--- config.mk ---
export PLATFORM = sky130hd
export DESIGN_NAME = mips_multicycle_control
export DESIGN_NICKNAME = d
export VERILOG_FILES = /design/src/rtl/mips_multicycle_control.sv
export SDC_FILE = /design/constraint.sdc
export NUM_CORES = 1
export LEC_CHECK = 0
export BUFFER_PORTS_ARGS = -buffer_cell sky130_fd_sc_hd__buf_2
export CORE_MARGIN = 1.5
export CORE_UTILIZATION = 45
export CTS_BUF_LIST = sky130_fd_sc_hd__clkbuf_16
export CTS_CLUSTER_DIAMETER = 120
export DETAILED_ROUTE_END_ITERATION = 10
export GPL_ROUTABILITY_DRIVEN = 0
export PLACE_DENSITY_LB_ADDON = 0.25
export SYNTH_ARGS = -nofsm -noshare
export SYNTH_HDL_FRONTEND = slang
export SYNTH_SLANG_ARGS = --single-unit
--- constraint.sdc ---
create_clock -name clock -period 4.85 [get_ports clock]
set_clock_uncertainty 0.2 [all_clocks]
set_input_delay 0.2425 -clock clock [delete_from_list [all_inputs] [get_ports clock]]
set_output_delay 0.2425 -clock clock [all_outputs]
set_load 0.02 [all_outputs]
--- src/rtl/mips_multicycle_control.sv ---
// mips_multicycle_control
// Multicycle control sequencer for a MIPS datapath. Decodes opcode/funct into
// a registered state machine and drives the datapath control signals, ALU
// operation, PC update and the memory request handshake.
//
// Ports:
//   clock       rising-edge clock
//   reset       asynchronous active-low reset
//   opcode      instruction bits [31:26], valid from DECODE onward
//   funct       instruction bits [5:0]
//   zeroFlag    ALU zero result (branch decision)
//   mem_ready   memory completes the current access this cycle
//   selector    ALU op: 00 add, 01 sub, 10 and, 11 or
//   alu_src_A   0=PC, 1=regA
//   alu_src_B   00=regB, 01=4, 10=signext imm, 11=signext imm<<2
//   pc_source   00=ALU result, 01=ALUOut, 10=jump target
//   pc_enable   PC load
//   ir_write    instruction register load
//   i_or_d      memory address: 0=PC, 1=ALUOut
//   mem_req     memory access request
//   mem_write   write qualifier for mem_req
//   reg_write   register-file write
//   reg_dst     0=rt, 1=rd
//   mem_to_reg  0=ALUOut, 1=MDR
//   state       current state (debug)
//   illegal_op  sticky trap flag
//
// Configuration macro: CTRL_ILLEGAL_TRAP_EN
//   defined   - illegal instructions enter TRAP, illegal_op sticks until reset
//   undefined - illegal instructions retire as NOPs, illegal_op tied to 0
//
// state      | meaning
// -----------+-----------------------------------------------
// FETCH  0   | read instruction at PC, PC += 4 on mem_ready
// DECODE 1   | register read, branch target into ALUOut
// MEM_ADDR 2 | effective address for lw/sw
// MEM_READ 3 | data read, held until mem_ready
// MEM_WB 4   | load data written to rt
// MEM_WRITE 5| data write, held until mem_ready
// EXEC_R 6   | R-type ALU operation
// R_WB 7     | R-type result written to rd
// BRANCH 8   | beq compare, PC <= ALUOut when equal
// JUMP 9     | PC <= jump target
// EXEC_I 10  | addi ALU operation
// I_WB 11    | addi result written to rt
// TRAP 12    | illegal instruction, parked until reset

module mips_multicycle_control (
    input  logic       clock,
    input  logic       reset,
    input  logic [5:0] opcode,
    input  logic [5:0] funct,
    input  logic       zeroFlag,
    input  logic       mem_ready,
    output logic [1:0] selector,
    output logic       alu_src_A,
    output logic [1:0] alu_src_B,
    output logic [1:0] pc_source,
    output logic       pc_enable,
    output logic       ir_write,
    output logic       i_or_d,
    output logic       mem_req,
    output logic       mem_write,
    output logic       reg_write,
    output logic       reg_dst,
    output logic       mem_to_reg,
    output logic [3:0] state,
    output logic       illegal_op
);

    typedef enum logic [3:0] {
        S_FETCH     = 4'd0,
        S_DECODE    = 4'd1,
        S_MEM_ADDR  = 4'd2,
        S_MEM_READ  = 4'd3,
        S_MEM_WB    = 4'd4,
        S_MEM_WRITE = 4'd5,
        S_EXEC_R    = 4'd6,
        S_R_WB      = 4'd7,
        S_BRANCH    = 4'd8,
        S_JUMP      = 4'd9,
        S_EXEC_I    = 4'd10,
        S_I_WB      = 4'd11,
        S_TRAP      = 4'd12
    } state_t;

    localparam logic [5:0] OP_RTYPE = 6'b000000;
    localparam logic [5:0] OP_LW    = 6'b100011;
    localparam logic [5:0] OP_SW    = 6'b101011;
    localparam logic [5:0] OP_BEQ   = 6'b000100;
    localparam logic [5:0] OP_J     = 6'b000010;
    localparam logic [5:0] OP_ADDI  = 6'b001000;

    localparam logic [5:0] FN_ADD = 6'b100000;
    localparam logic [5:0] FN_SUB = 6'b100010;
    localparam logic [5:0] FN_AND = 6'b100100;
    localparam logic [5:0] FN_OR  = 6'b100101;

`ifdef CTRL_ILLEGAL_TRAP_EN
    localparam state_t ILLEGAL_TGT = S_TRAP;
`else
    localparam state_t ILLEGAL_TGT = S_FETCH;
`endif

    state_t state_q;
    state_t state_d;
    state_t decode_tgt;
    logic   funct_ok;

    assign funct_ok = (funct == FN_ADD) || (funct == FN_SUB) ||
                      (funct == FN_AND) || (funct == FN_OR);

    always_comb begin
        decode_tgt = ILLEGAL_TGT;
        case (opcode)
            OP_RTYPE:     decode_tgt = funct_ok ? S_EXEC_R : ILLEGAL_TGT;
            OP_LW, OP_SW: decode_tgt = S_MEM_ADDR;
            OP_BEQ:       decode_tgt = S_BRANCH;
            OP_J:         decode_tgt = S_JUMP;
            OP_ADDI:      decode_tgt = S_EXEC_I;
            default:      decode_tgt = ILLEGAL_TGT;
        endcase
    end

    always_comb begin
        state_d = state_q;
        case (state_q)
            S_FETCH:     state_d = mem_ready ? S_DECODE : S_FETCH;
            S_DECODE:    state_d = decode_tgt;
            S_MEM_ADDR:  state_d = (opcode == OP_SW) ? S_MEM_WRITE : S_MEM_READ;
            S_MEM_READ:  state_d = mem_ready ? S_MEM_WB : S_MEM_READ;
            S_MEM_WRITE: state_d = mem_ready ? S_FETCH : S_MEM_WRITE;
            S_EXEC_R:    state_d = S_R_WB;
            S_EXEC_I:    state_d = S_I_WB;
            S_MEM_WB, S_R_WB, S_BRANCH, S_JUMP, S_I_WB:
                         state_d = S_FETCH;
`ifdef CTRL_ILLEGAL_TRAP_EN
            S_TRAP:      state_d = S_TRAP;
`endif
            // Unused encodings (and TRAP when trapping is disabled) recover.
            default:     state_d = S_FETCH;
        endcase
    end

`ifdef CTRL_ILLEGAL_TRAP_EN
    logic illegal_q;

    always_ff @(posedge clock or negedge reset) begin
        if (!reset) begin
            state_q   <= S_FETCH;
            illegal_q <= 1'b0;
        end else begin
            state_q   <= state_d;
            illegal_q <= illegal_q | (state_d == S_TRAP);
        end
    end

    assign illegal_op = illegal_q;
`else
    always_ff @(posedge clock or negedge reset) begin
        if (!reset) begin
            state_q <= S_FETCH;
        end else begin
            state_q <= state_d;
        end
    end

    assign illegal_op = 1'b0;
`endif

    assign state = state_q;

    always_comb begin
        selector   = 2'b00;
        alu_src_A  = 1'b0;
        alu_src_B  = 2'b00;
        pc_source  = 2'b00;
        pc_enable  = 1'b0;
        ir_write   = 1'b0;
        i_or_d     = 1'b0;
        mem_req    = 1'b0;
        mem_write  = 1'b0;
        reg_write  = 1'b0;
        reg_dst    = 1'b0;
        mem_to_reg = 1'b0;
        case (state_q)
            S_FETCH: begin
                mem_req   = 1'b1;
                alu_src_B = 2'b01;
                ir_write  = mem_ready;
                pc_enable = mem_ready;
            end
            S_DECODE: alu_src_B = 2'b11;
            S_MEM_ADDR: begin
                alu_src_A = 1'b1;
                alu_src_B = 2'b10;
            end
            S_MEM_READ: begin
                mem_req = 1'b1;
                i_or_d  = 1'b1;
            end
            S_MEM_WRITE: begin
                mem_req   = 1'b1;
                mem_write = 1'b1;
                i_or_d    = 1'b1;
            end
            S_MEM_WB: begin
                reg_write  = 1'b1;
                mem_to_reg = 1'b1;
            end
            S_EXEC_R: begin
                alu_src_A = 1'b1;
                case (funct)
                    FN_SUB:  selector = 2'b01;
                    FN_AND:  selector = 2'b10;
                    FN_OR:   selector = 2'b11;
                    default: selector = 2'b00;
                endcase
            end
            S_R_WB: begin
                reg_write = 1'b1;
                reg_dst   = 1'b1;
            end
            S_BRANCH: begin
                alu_src_A = 1'b1;
                selector  = 2'b01;
                pc_source = 2'b01;
                pc_enable = zeroFlag;
            end
            S_JUMP: begin
                pc_source = 2'b10;
                pc_enable = 1'b1;
            end
            S_EXEC_I: begin
                alu_src_A = 1'b1;
                alu_src_B = 2'b10;
            end
            S_I_WB: reg_write = 1'b1;
            default: ;
        endcase
        // Reset silences the datapath immediately, before the state register
        // has a clock edge to react; this is what kills a pending write.
        if (!reset) begin
            selector   = 2'b00;
            alu_src_A  = 1'b0;
            alu_src_B  = 2'b00;
            pc_source  = 2'b00;
            pc_enable  = 1'b0;
            ir_write   = 1'b0;
            i_or_d     = 1'b0;
            mem_req    = 1'b0;
            mem_write  = 1'b0;
            reg_write  = 1'b0;
            reg_dst    = 1'b0;
            mem_to_reg = 1'b0;
        end
    end

endmodule

# Word level (Yosys, flattened, before mapping)
# Cells that the tools add are included.
totals:
  ff_bits: 4
  out_inout_bits: 20
classes:
  n_eq_ne: 20
  mux: 32
  reduce_logical: 11
ops:
  columns: ["operator", "n"]
  rows:
  - ["equality test 6 bit, second input constant", 6]
  - ["case mux 4 bit (7 select lines)", 1]
  - ["case mux 4 bit (5 select lines)", 1]
  - ["two-way mux 1 bit", 18]
  - ["equality test 4 x 3 -> 1 bit, second input constant", 4]
  - ["equality test 4 bit, second input constant", 4]
  - ["two-way mux 3 bit", 4]
  - ["case mux 2 bit (3 select lines)", 2]
  - ["equality test 4 x 2 -> 1 bit, second input constant", 2]
  - ["case mux 2 bit (2 select lines)", 2]
  - ["equality test 6 x 2 -> 1 bit, second input constant", 1]
  - ["equality test 6 x 3 -> 1 bit, second input constant", 1]
  - ["equality test 6 x 4 -> 1 bit, second input constant", 1]
  - ["zero test 6 bit", 1]
  - ["two-way mux 2 bit", 3]
  - ["OR reduction 2 bit", 3]
  - ["OR reduction 3 bit", 2]
  - ["equality test 4 x 1 -> 1 bit, second input constant", 1]
  - ["zero test 4 bit", 1]
  - ["OR reduction 4 bit", 1]
  - ["logical OR 1 bit", 3]
  - ["case mux 1 bit (3 select lines)", 1]

# Depth between registers and ports, before layout
depth:
  depth_word: 7
  ltp_mapped: 5

# Worst setup path before layout
# OpenSTA, ideal clock, no wires.
synth_timing:
  kind: "register -> output"
  start: "register state_q[3] (netlist: state[3])"
  end: "output alu_src_A"
  t_arrival_ns: 1.939
  t_required_ns: 4.408
  setup_slack_ns: 2.468
  path_stages_with_launch: 4
  path_cell_list: "dfrtp_1 > buf_6 > clkbuf_1 > a2111oi_0"
synth_between:
  elab_chain_len: 4
synth_rtl:
  columns: ["element", "line_no", "rtl"]
  rows:
  - ["start: declaration", "105", "state_t state_q;"]
  - ["start signal: assignment", "164", "state_q <= state_d;"]
  - ["equality test 4 x 3 -> 1 bit, or another cell as far along", "186", "case (state_q)"]
  - ["OR reduction 4 bit (no line) *", null, null]
  - ["two-way mux 1 bit *", "186", null]
  - ["two-way mux 1 bit *", "243", "if (!reset) begin"]
  - ["end: declaration", "56", "output logic alu_src_A,"]
# Every way passes the cells marked *; elsewhere a longest branch is shown, timed or not.

# Worst setup path after layout
layout_timing:
  start: "register state_q[1] (netlist: state[1])"
  end: "output selector[1]"
layout_between:
  elab_chain_len: 3
layout_rtl:
  columns: ["element", "line_no", "rtl"]
  rows:
  - ["equality test 4 bit or equality test 4 x 3 -> 1 bit (tied branches)", "186", null]
  - ["case mux 2 bit (2 select lines) *", "186", null]
  - ["two-way mux 2 bit *", "243", null]
  - ["end: declaration", "55", "output logic [1:0] selector,"]
# Marks and branches as above.

==> results.json <==
{
  "status": "finished, final reports clean",
  "wl_per_cell_um": 12.8,
  "grt-ovfl-total": 0,
  "dp_slack_ns": 2.92,
  "drive_above_1_share": 0.322,
  "largest_reg_flops": 4,
  "max_stage_delay_ns": 0.67,
  "p_comb_frac": 0.390,
  "cp_cell_sequence": "nor2b_1, nand4_1, nor3b_1, buf_2",
  "crit_arrival_ns": 1.77,
  "critPathLaunch": "state[1]",
  "hold-path-cell-count": 2,
  "rr_worst_depth": 4,
  "worst_hold_slack_ns": 0.147,
  "critPathBufInv": 1,
  "synth.net_count": 106,
  "io_buffers": 34,
  "first_pass_iters": 4,
  "p_leak_nw": 0.398,
  "root_buffer": "clkbuf_16",
  "startpoint_type": "flip-flop",
  "clk_latency_ns": 0.22,
  "grt_max_degree": 19,
  "crit_required_ns": 4.41,
  "via_count": 797,
  "routed_wirelength_um": 1730,
  "boundaryPins": 36,
  "die_h_um": 39.5,
  "crit_type": "reg2out",
  "synthesis.yosys.warnings": 0,
  "synthesis.area_sq_um": 599,
  "post_cts_resized": 0,
  "r2r_start": "state[3]",
  "reg2reg_slack_ns": 2.88,
  "ir_drop_mv": 0.214,
  "fin_crit_sh": 0.456,
  "final_util": 0.712,
  "hold_violations": 0,
  "grt_pass1_wl_um": 2560,
  "tightest_slew_ns": 0.536,
  "antenna_found_initial": 0,
  "power.density_nw_per_um2": 382,
  "first_global_vias": 583,
  "diodes": 0,
  "area_delta_synth_final_pct": 39.0,
  "cp_slowest_cell": "dfrtp_1",
  "cts_setup_buffers": 0,
  "cp_max_fo": 18,
  "cts_tree": "yes",
  "syn_inst": 90,
  "maxCapViolations": 0,
  "cp-end-kind": "output pin",
  "drtIter0Drc": 26,
  "clkPwrFrac": 0.408,
  "max_slew_margin": 0.642,
  "initial_core_util": 0.512,
  "critical_path_depth": 4,
  "pwr-share-seq": 0.202,
  "p_total_uw": 318,
  "ctsHoldBuffers": 1,
  "finalSetupTns_ns": 0,
  "finalNetCount": 139,
  "clockBufferDepth": 2,
  "p_switching_uw": 126,
  "setup_viol": 0,
  "finalCriticalPeriod_ns": 2.21,
  "synth.distinct_cells": 35,
  "gr-usage-all-layers": 0.245,
  "avgViaCountPerCell": 5.90,
  "fillCellCount": 104,
  "place_hpwl_um": 1260,
  "ant_nets": 0,
  "stdcell_count": 135,
  "critPathTopFamily": "simple AND/OR/NAND/NOR gates",
  "dpl.cell_count": 131,
  "placementRows": 12,
  "clkSinkCount": 4,
  "min-delay-start": "opcode[1]",
  "drv_slew": 0,
  "cts_buffers": 3,
  "die_w_um": 39.5,
  "syn_avg_cell_area_sq_um": 6.66,
  "path_clk_slew_ns": 0.03,
  "p_int_uw": 192,
  "die_area_sq_um": 1560,
  "dpl-instance-area_sq_um": 748,
  "hp-class": "in2reg",
  "design_area_sq_um": 833,
  "fin_ws_ns": 2.64,
  "cts_max_level": 1,
  "fmax_mhz": 452,
  "yosys_register_bits": 4,
  "drc": 0,
  "rsz0062_at_grt": "no",
  "core_area_sq_um": 1170,
  "sw_frac_of_total": 0.396,
  "ys_seq_area_frac": 0.167
}
[worst reg2reg max path: stages (launching register included)]
cell and delay [ns]:
dfrtp_1 0.55, or3_4 0.49, nor3_4 0.15, nand2_1 0.07, o32ai_1 0.37
[cell type report]
| type | count | area (sq um) | share of cell area |
|---|---|---|---|
| clock buffer | 3 | 75.1 | 0.0901 |
| inverter | 2 | 7.51 | 0.00901 |
| multi-input combinational | 77 | 453 | 0.544 |
| sequential | 4 | 100 | 0.120 |
| tap | 14 | 17.5 | 0.0210 |
| timing repair buffer | 35 | 180 | 0.216 |
[power groups by stage]
stage | clock, mW | sequential, mW | combinational (mW)
floorplan | 0 | 0.0537 | 0.0949
global placement | 0 | 0.0629 | 0.120
detailed placement | 0 | 0.0642 | 0.122
CTS | 0.129 | 0.0636 | 0.123
global route | 0.134 | 0.0667 | 0.136
finish | 0.130 | 0.0644 | 0.124
[Yosys cell counts (all sizes together)]
| library cell | instances | share of area |
|---|---|---|
| a32oi | 1 | 0.015 |
| o32ai | 1 | 0.015 |
| o21ai | 6 | 0.050 |
| nor2b | 4 | 0.042 |
| nand2 | 8 | 0.050 |
| nand3 | 2 | 0.017 |
| nor3b | 3 | 0.038 |
| a2111oi | 1 | 0.015 |
| mux2i | 1 | 0.017 |
| xor2 | 2 | 0.029 |
| nand2b | 2 | 0.021 |
| a22o | 1 | 0.015 |
| nand3b | 2 | 0.025 |
| nor3 | 9 | 0.094 |
| o21a | 1 | 0.013 |
| inv | 2 | 0.013 |
| dfrtp | 4 | 0.17 |
| or3 | 2 | 0.029 |
| o21bai | 1 | 0.013 |
| nor2 | 13 | 0.081 |
| conb | 1 | 0.0063 |
| clkbuf | 4 | 0.025 |
| buf | 3 | 0.040 |
| a211oi | 1 | 0.013 |
| a21oi | 8 | 0.067 |
| o2111ai | 1 | 0.015 |
| xnor2 | 1 | 0.015 |
| a221oi | 1 | 0.015 |
| nand4 | 2 | 0.021 |
| and3b | 1 | 0.015 |
| nor4b | 1 | 0.015 |
[layout by cell type (no fill, tap or decap), drive strengths merged, types with 3 or more instances in the layout]
master	instances
a21oi	8
nor2b	4
buf	34
nor3b	3
clkbuf	3
dfrtp	4
o21ai	6
nor2	13
nor3	9
nand2	8
[logic make-up (layout without fill, tap and decap cells)]
logic type	after synthesis	count (layout)	share of synthesized area
other	1	1	0.00626
and+or+nand+nor	49	49	0.447
AOI/OAI and AO/OA	23	23	0.242
buffers and inverters	9	40	0.0772
xor gates and xnor gates	3	3	0.0438
DFF	4	4	0.167
muxes	1	1	0.0167
[per-layer routing]
| layer | track usage | wire length (um) |
|---|---|---|
| met3 | 0.0511 | 169 |
| met4 | 0.0776 | 0 |
| met2 | 0.389 | 843 |
| met1 | 0.324 | 718 |
| met5 | 0 | 0 |
[path summary, 6_finish.rpt]
kind	to
hold reg to reg	state[3]
hold / removal	state[2]
setup / recovery	selector[1]
setup reg to reg	state[2]
min in group asynchronous	state[0]
max in group asynchronous	state[2]
(Power assumes the default switching activity.)
